$ cat src/rtl/key_event_gen_pkg.sv
// Shared key event codes and key-vector layout for the panel key front end.
package key_event_gen_pkg;

    localparam logic [2:0] KEY_NONE       = 3'd0;
    localparam logic [2:0] KEY_SET        = 3'd1;
    localparam logic [2:0] KEY_SHIFT      = 3'd2;
    localparam logic [2:0] KEY_MODE       = 3'd3;
    localparam logic [2:0] KEY_PLUS       = 3'd4;
    localparam logic [2:0] KEY_MINUS      = 3'd5;
    localparam logic [2:0] KEY_PLUS_HOLD  = 3'd6;
    localparam logic [2:0] KEY_MINUS_HOLD = 3'd7;

    localparam int unsigned NUM_KEYS = 5;

    // Bit order of every per-key vector: {mode, plus, minus, shift, set}
    typedef struct packed {
        logic mode;
        logic plus;
        logic minus;
        logic shift;
        logic set;
    } keys_t;

    localparam logic [NUM_KEYS-1:0] MASK_MODE  = 5'b10000;
    localparam logic [NUM_KEYS-1:0] MASK_PLUS  = 5'b01000;
    localparam logic [NUM_KEYS-1:0] MASK_MINUS = 5'b00100;
    localparam logic [NUM_KEYS-1:0] MASK_SHIFT = 5'b00010;
    localparam logic [NUM_KEYS-1:0] MASK_SET   = 5'b00001;

endpackage

$ cat src/rtl/key_event_gen_debounce.sv
// One key: 2-FF synchroniser, tick-based debounce and registered press edge.
module key_debounce #(
    parameter int unsigned DEB_TICKS = 10
) (
    input  logic clk,
    input  logic reset,
    input  logic tick,
    input  logic key_raw,
    output logic level,
    output logic rise
);

    localparam int unsigned CW = $clog2(DEB_TICKS + 1);

    logic          sync1;
    logic          sync2;
    logic          armed;
    logic [CW-1:0] cnt;
    logic [CW-1:0] cnt_nxt;
    logic          level_nxt;

    // Debounce counter: counts ticks of disagreement, toggles on the DEB_TICKS-th one
    always_comb begin
        level_nxt = level;
        cnt_nxt   = cnt;
        if (sync2 == level) begin
            cnt_nxt = '0;
        end else if (tick) begin
            if (cnt == CW'(DEB_TICKS - 1)) begin
                level_nxt = ~level;
                cnt_nxt   = '0;
            end else begin
                cnt_nxt = cnt + CW'(1);
            end
        end
    end

    // A key held through reset is not reported until it has been seen released
    always_ff @(posedge clk or posedge reset) begin
        if (reset) begin
            sync1 <= 1'b0;
            sync2 <= 1'b0;
            level <= 1'b0;
            cnt   <= '0;
            rise  <= 1'b0;
            armed <= 1'b0;
        end else begin
            sync1 <= key_raw;
            sync2 <= sync1;
            level <= level_nxt;
            cnt   <= cnt_nxt;
            rise  <= level_nxt & ~level & armed;
            if (tick && !sync2 && !level) begin
                armed <= 1'b1;
            end
        end
    end

endmodule

$ cat src/rtl/key_event_gen.sv
// Panel key front end: debounces five keys and emits coded press/hold/repeat events.
module key_event_gen
    import key_event_gen_pkg::*;
#(
    parameter int unsigned TICK_DIV     = 20000,
    parameter int unsigned DEB_TICKS    = 10,
    parameter int unsigned HOLD_TICKS   = 1000,
    parameter int unsigned REPEAT_TICKS = 100
) (
    input  logic       clk,
    input  logic       reset,
    input  logic       key_mode,
    input  logic       key_plus,
    input  logic       key_minus,
    input  logic       key_shift,
    input  logic       key_set,
    output logic       key_valid,
    output logic [2:0] key_code,
    output logic       key_busy
);

    localparam int unsigned PW      = $clog2(TICK_DIV + 1);
    localparam int unsigned CNT_MAX = (HOLD_TICKS > REPEAT_TICKS) ? HOLD_TICKS : REPEAT_TICKS;
    localparam int unsigned HW      = $clog2(CNT_MAX + 1);

    localparam logic [1:0] ST_IDLE     = 2'd0;
    localparam logic [1:0] ST_WAIT_REL = 2'd1;
    localparam logic [1:0] ST_HOLD     = 2'd2;
    localparam logic [1:0] ST_REPEAT   = 2'd3;

    logic [PW-1:0]       pcnt;
    logic                tick;
    logic [NUM_KEYS-1:0] raw;
    logic [NUM_KEYS-1:0] lvl;
    logic [NUM_KEYS-1:0] rise;
    keys_t               rise_s;

    logic [1:0]          state,   state_nxt;
    logic [NUM_KEYS-1:0] act,     act_nxt;
    logic [HW-1:0]       hcnt,    hcnt_nxt;
    logic                valid_nxt;
    logic [2:0]          code_nxt;
    logic                act_down;
    logic [2:0]          hold_code;

    assign raw    = {key_mode, key_plus, key_minus, key_shift, key_set};
    assign rise_s = keys_t'(rise);

    // Timebase prescaler
    always_ff @(posedge clk or posedge reset) begin
        if (reset) begin
            pcnt <= '0;
            tick <= 1'b0;
        end else if (pcnt == PW'(TICK_DIV - 1)) begin
            pcnt <= '0;
            tick <= 1'b1;
        end else begin
            pcnt <= pcnt + PW'(1);
            tick <= 1'b0;
        end
    end

    for (genvar i = 0; i < NUM_KEYS; i++) begin : g_key
        key_debounce #(.DEB_TICKS(DEB_TICKS)) u_deb (
            .clk     (clk),
            .reset   (reset),
            .tick    (tick),
            .key_raw (raw[i]),
            .level   (lvl[i]),
            .rise    (rise[i])
        );
    end

    assign act_down  = |(lvl & act);
    assign hold_code = (act == MASK_PLUS) ? KEY_PLUS_HOLD : KEY_MINUS_HOLD;

    // Event FSM; priority in IDLE is mode > shift > plus > minus > set
    always_comb begin
        state_nxt = state;
        act_nxt   = act;
        hcnt_nxt  = hcnt;
        valid_nxt = 1'b0;
        code_nxt  = key_code;
        case (state)
            ST_IDLE: begin
                if (rise_s.mode) begin
                    valid_nxt = 1'b1;
                    code_nxt  = KEY_MODE;
                    act_nxt   = MASK_MODE;
                    state_nxt = ST_WAIT_REL;
                end else if (rise_s.shift) begin
                    valid_nxt = 1'b1;
                    code_nxt  = KEY_SHIFT;
                    act_nxt   = MASK_SHIFT;
                    state_nxt = ST_WAIT_REL;
                end else if (rise_s.plus) begin
                    valid_nxt = 1'b1;
                    code_nxt  = KEY_PLUS;
                    act_nxt   = MASK_PLUS;
                    hcnt_nxt  = '0;
                    state_nxt = ST_HOLD;
                end else if (rise_s.minus) begin
                    valid_nxt = 1'b1;
                    code_nxt  = KEY_MINUS;
                    act_nxt   = MASK_MINUS;
                    hcnt_nxt  = '0;
                    state_nxt = ST_HOLD;
                end else if (rise_s.set) begin
                    valid_nxt = 1'b1;
                    code_nxt  = KEY_SET;
                    act_nxt   = MASK_SET;
                    state_nxt = ST_WAIT_REL;
                end
            end
            ST_WAIT_REL: begin
                if (!act_down) begin
                    state_nxt = ST_IDLE;
                end
            end
            ST_HOLD: begin
                if (!act_down) begin
                    state_nxt = ST_IDLE;
                end else if (tick) begin
                    if (hcnt == HW'(HOLD_TICKS - 1)) begin
                        valid_nxt = 1'b1;
                        code_nxt  = hold_code;
                        hcnt_nxt  = '0;
                        state_nxt = ST_REPEAT;
                    end else begin
                        hcnt_nxt = hcnt + HW'(1);
                    end
                end
            end
            ST_REPEAT: begin
                if (!act_down) begin
                    state_nxt = ST_IDLE;
                end else if (tick) begin
                    if (hcnt == HW'(REPEAT_TICKS - 1)) begin
                        valid_nxt = 1'b1;
                        code_nxt  = hold_code;
                        hcnt_nxt  = '0;
                    end else begin
                        hcnt_nxt = hcnt + HW'(1);
                    end
                end
            end
            default: state_nxt = ST_IDLE;
        endcase
    end

    always_ff @(posedge clk or posedge reset) begin
        if (reset) begin
            state     <= ST_IDLE;
            act       <= '0;
            hcnt      <= '0;
            key_valid <= 1'b0;
            key_code  <= KEY_NONE;
            key_busy  <= 1'b0;
        end else begin
            state     <= state_nxt;
            act       <= act_nxt;
            hcnt      <= hcnt_nxt;
            key_valid <= valid_nxt;
            key_code  <= code_nxt;
            key_busy  <= |lvl;
        end
    end

endmodule

$ cat config.mk
export PLATFORM = sky130hd
export DESIGN_NAME = key_event_gen
export DESIGN_NICKNAME = d
export VERILOG_FILES = /design/src/rtl/key_event_gen_pkg.sv /design/src/rtl/key_event_gen_debounce.sv /design/src/rtl/key_event_gen.sv
export SDC_FILE = /design/constraint.sdc
export NUM_CORES = 1
export LEC_CHECK = 0
export BUFFER_PORTS_ARGS = -buffer_cell sky130_fd_sc_hd__buf_2
export CAP_MARGIN = 25
export CELL_PAD_IN_SITES_DETAIL_PLACEMENT = 0
export CELL_PAD_IN_SITES_GLOBAL_PLACEMENT = 1
export CORE_MARGIN = 2
export CORE_UTILIZATION = 44
export CTS_BUF_LIST = sky130_fd_sc_hd__clkbuf_4 sky130_fd_sc_hd__clkbuf_8 sky130_fd_sc_hd__clkbuf_16
export DETAILED_ROUTE_END_ITERATION = 10
export PLACE_DENSITY_LB_ADDON = 0.15
export SYNTH_ARGS = -nofsm -noshare
export SYNTH_HDL_FRONTEND = slang
export SYNTH_SLANG_ARGS = --single-unit
$ cat constraint.sdc
create_clock -name clk -period 2.2 [get_ports clk]
set_input_delay 0.22 -clock clk [delete_from_list [all_inputs] [get_ports clk]]
set_output_delay 0.22 -clock clk [all_outputs]
set_load 0.05 [all_outputs]
# Word level (Yosys, flattened, before mapping)
# Index checks and enable logic that the tools add are counted.
[totals]
ff_bits = 83
input_bits = 7
[classes]
add_sub_neg = 7
n_bitwise = 16
muxes = 83
reduce_logical = 35
n_eq_ne = 30
[ops]
columns = ["op", "n"]
rows = [
  ["$mux 10", 10],
  ["$mux 4", 15],
  ["$mux 3", 11],
  ["$pmux 10 s3", 1],
  ["$mux 1", 28],
  ["$mux 5", 5],
  ["$add 4x1->4 const B", 5],
  ["$eq 4x4->1 const B", 5],
  ["$mux 2", 9],
  ["$ne 2x2->1 const B", 9],
  ["$reduce_and 8->1", 2],
  ["$add 15x1->15 const B", 1],
  ["$eq 15x15->1 const B", 1],
  ["$mux 15", 1],
  ["$add 10x1->10 const B", 1],
  ["$and 1x1->1", 10],
  ["$eq 10x10->1 const B", 1],
  ["$eq 10x7->1 const B", 1],
  ["$logic_and 1x1->1", 10],
  ["$logic_not 1->1", 10],
  ["$reduce_bool 2->1", 5],
  ["$reduce_or 5->1", 2],
  ["$pmux 3 s3", 1],
  ["$ne 3x3->1 const B", 2],
  ["other kinds (16)", 25],
]

# Longest topological paths before layout
[depth]
word_depth = 6
ltp_mapped = 6
mapped_depth_nobuf = 6

# Cells and area by module
# From an unflattened synthesis, not the netlist that was laid out.
[unflattened]
cells_unflattened = 343
area_unflattened_um2 = 3754.9
[modules_own_cells]
columns = ["module", "cells_per_inst", "seq_area_each_um2", "instances", "area_per_inst_um2"]
rows = [
  ["key_debounce", 31, 225.2, 5, 377.9],
  ["key_event_gen", 188, 950.9, 1, 1865.5],
]

# Worst setup path after synthesis
# OpenSTA, ideal clock, no wires.
[synth_timing]
kind = "register to register"
start = "reg hcnt[0]"
end = "reg hcnt[8]"
required_time_ns = 2.074
synth_period_minus_slack_ns = 1.997
n_path_buf = 1
arrival_ns = 1.871
setup_slack_ns = 0.203
path_stages_with_launch = 7
setup_time_ns = 0.126
cell_sequence = "dfrtp_1 ha_1 or3b_4 o41ai_4 buf_6 a211oi_4 a221o_1"
[synth_between]
elab_chain_cells = 5
word_cells_on_any_way = 10
cone_classes = "1 x add/sub; 2 x eq/ne; 7 x mux"
[synth_lines]
columns = ["item", "line_no", "rtl"]
rows = [
  ["start, declared", "key_event_gen.sv:40", "logic [HW-1:0] hcnt, hcnt_nxt;"],
  ["start signal, assigned", "key_event_gen.sv:162", "hcnt <= hcnt_nxt;"],
  ["$add 10x1->10, or another cell as far along", "key_event_gen.sv:130, key_event_gen.sv:143", ""],
  ["$mux 10, on equally long branches", "key_event_gen.sv:138, key_event_gen.sv:124", ""],
  ["$mux 10, on equally long branches", "key_event_gen.sv:137, key_event_gen.sv:123", ""],
  ["$mux 10, on equally long branches", "key_event_gen.sv:135, key_event_gen.sv:121", ""],
  ["$pmux 10 s3 (*)", "key_event_gen.sv:84", "case (state)"],
]
# Mark *: on every way between the ends. The rest lies on a longest branch, timed or not. The select of a mux whose other input is x is not followed.
# A chain may end at the register's enable or synchronous reset.

# Final worst setup path
[layout_timing]
start = "reg hcnt[0]"
end = "reg hcnt[6]"
# Same word-level chain as after synthesis.

==> impl_metrics.yaml <==
synthesis:
  synth_common_cells: "dfrtp_1, nand2_1, nor2_1"
  synth-edff-count: 0
  synth_area_leaders: "dfrtp_1, nand2_1, ha_1"
  postSynthCellCount: 381
  synth.top_cell.area_share: 0.5298
  synth_cell_type_count: 51
  synth_fp_nets: 400
  ys_warn_count: 0
  ys_ff_latch: 83
  synth-async-reset-ratio: 1.000
  yosysSeqAreaShare: 0.5298
  syn_area_sq_um: 3920
  yosysMostFrequentCell: "dfrtp_1"
  synth_top_cell_by_area: "dfrtp_1"
  syn_area_per_cell_sq_um: 10.29
  synth_ff_type: "dfrtp_1"
setup_path:
  cp_max_fo: 10
  rrSetupSlack_ns: 0.12
  regToRegEndpoint: "hcnt[6]"
  r2r_start: "hcnt[0]"
  crit_path_end: "hcnt[6]"
  arrival_ns: 2.31
  critPathLaunch: "hcnt[0]"
  required_ns: 2.43
  critical_path_class: "reg2reg"
  end_kind: "register"
  start_kind: "register"
  r2r_cells: 6
power_and_ir_drop:
  power.density_nw_per_um2: 632.6
  finalPower_uw: 2808
  p_sw_frac: 0.2179
  clkPwrFrac: 0.431
  switchingPower_uw: 611.8
  max-vdd-ir-drop_uv: 339.4
  power_frac_seq: 0.548
  p_leak_uw: 0.001963
  power_frac_comb: 0.020
  p_int_uw: 2196
timing:
  min_period_ns: 2.078
  worstMarginPinSlew_ns: 0.6988
  rsz0062_at_grt: "no"
  skew_ns: 0.006716
  finalCritPeriodShare: 0.9444
  finalMaxSlewViolations: 0
  max_freq_mhz: 481.3
  hold_violations: 0
  slew_headroom: 0.5336
  setup_violations: 0
  setup-tns-final_ns: 0
floorplan:
  rows: 34
  die-area_sq_um: 9681
  die-width_um: 98.39
  start_util: 0.4517
  die_y_um: 98.39
  coreArea_sq_um: 8678
  ios: 12
drt:
  vias: 2773
  drt_iter0_drc: 127
  avgRoutedWirePerCell_um: 13.93
  ant_nets: 0
  drc: 0
  viasPerCell: 5.292
  dr.pass1.iters: 4
  drt-total-wl_um: 7301
clocking:
  cts_buffers: 9
  cts.sinks: 83
  cts_tree: "yes"
  post_cts_buffers: 0
  cts.repair.resized: 0
  clockBufferDepth: 2
  path_clk_slew_ns: 0.09
  clk_latency_ns: 0.35
  cts_root_buf: "clkbuf_8"
  htreeDepth: 3
placement:
  gp_congestion: 0.8046
  dpl.hpwl_um: 4876
  io_buffers: 11
hold_path:
  hold_class: "reg2reg"
global_route:
  overflow: 0
  grt_pass1_vias: 2842
  antenna_found_initial: 0
  gr-usage-all-layers: 0.1672
  grt_pass1_wl_um: 13190
  grt_max_degree: 84
cells_and_area:
  area_delta_synth_final_pct: 13.25
  drive_gt1_frac: 0.1298
  diodes: 0
  nets: 430
job:
  maxCapViolations: 0
run_status:
  status: "finished, final reports clean"
-- critical path: stages (launching register included) --
cell and delay (ns):
dfrtp_1 0.40, ha_1 0.18, or3b_4 0.41, o41ai_4 0.34
buf_4 0.24, a211oi_4 0.09, a221o_1 0.31
-- state kept, by name (all words and copies together) (netlist names) --
signal and count:
key_busy 1, state 2, act 5, g_key.u_deb.cnt 20, g_key.u_deb.sync2 5, key_valid 1, key_code 3, tick 1
g_key.u_deb.level 5, hcnt 10, g_key.u_deb.sync1 5, g_key.u_deb.armed 5, pcnt 15, g_key.u_deb.rise 5
-- kinds of logic (layout without fill, tap and decap cells) --
logic type,Yosys count,count (layout),synth area share
compound gates,75,75,0.1347
xor+xnor,20,20,0.04469
fa+ha+maj,12,12,0.03830
buf+inv,29,64,0.03383
flops,83,83,0.5298
mux,4,4,0.01149
simple gates,158,158,0.2072
-- worst min path at each step --
stage                               startpoint                   end  slack, ns  cells after the start
after detailed placement             key_minus  g_key[2].u_deb.sync1       0.33                      1
after global routing      g_key[4].u_deb.sync1  g_key[4].u_deb.sync2       0.36                      0
after floorplan                        key_set  g_key[0].u_deb.sync1       0.25                      0
after CTS                 g_key[1].u_deb.sync1  g_key[1].u_deb.sync2       0.36                      0
final                     g_key[4].u_deb.sync1  g_key[4].u_deb.sync2       0.36                      0
after global placement               key_shift  g_key[1].u_deb.sync1       0.33                      1
-- per-stage QoR --
stage / cell area, sq um / utilization / worst slack (ns) / instances / hold WS (ns)
2_1_floorplan: 3924 / - / 0.2031 / 381 / 0.2514
5_1_grt: 4439 / 0.5115 / 0.02578 / 524 / 0.3634
3_3_place_gp: 4155 / 0.4788 / 0.1594 / 502 / 0.3276
3_5_place_dp: 4155 / 0.4788 / 0.1230 / 502 / 0.3293
6_report: 4439 / 0.5115 / 0.1223 / 524 / 0.3568
4_1_cts: 4439 / 0.5115 / 0.1163 / 524 / 0.3589
-- metal layers --
layer | global-route usage | part of all wire
met1 | 0.2253 | 0.51
met2 | 0.2716 | 0.47
met3 | 0.03937 | 0.022
met4 | 0.04742 | 0.0073
met5 | 0 | 0
-- placed cells by master (no fill, tap or decap), types with 3 or more instances in the layout --
master and instances:
nor4b_1 3, nor4_1 4, a21boi_0 3, o21ai_0 20, nand4_1 6, a21oi_1 18, nand3_1 16, dlygate4sd3_1 6
clkbuf_8 9, o32ai_1 3, xnor2_1 11, clkinvlp_4 4, dfrtp_1 83, ha_1 12, nand2_1 41, and3b_1 3
xor2_1 9, nor3_1 27, o31ai_1 5, mux2_2 3, a221o_1 5, inv_1 18, nor2_1 32, and4_1 4
nand2b_1 4, buf_4 11, a22o_1 3, o21bai_1 4, or2_2 3, buf_2 11
-- timing repair --
item / in CTS / in global routing
hold buffers: 6 / 0
endpoints found under the hold margin: 8 / 0
setup endpoints to repair: 0 / 0
-- power by group through the flow --
stage / Clock [uW] / Combinational (uW) / Sequential, uW
after global placement: 0 / 52.5 / 1570
after CTS: 1250 / 60.9 / 1540
final: 1210 / 57.1 / 1540
after global routing: 1330 / 67.8 / 1540
after detailed placement: 0 / 52.8 / 1570
after floorplan: 0 / 31.3 / 1570
-- layout make-up --
class | instances | area [sq um]
clock inverters | 7 | 100.1
well taps | 108 | 135.1
repair buffers | 29 | 217.7
fillers | 854 | 4239
flip-flops and latches | 83 | 2077
multi-input cells | 269 | 1710
clock buffers | 9 | 123.9
inverters | 19 | 75.07
(Power assumes the default switching activity.)
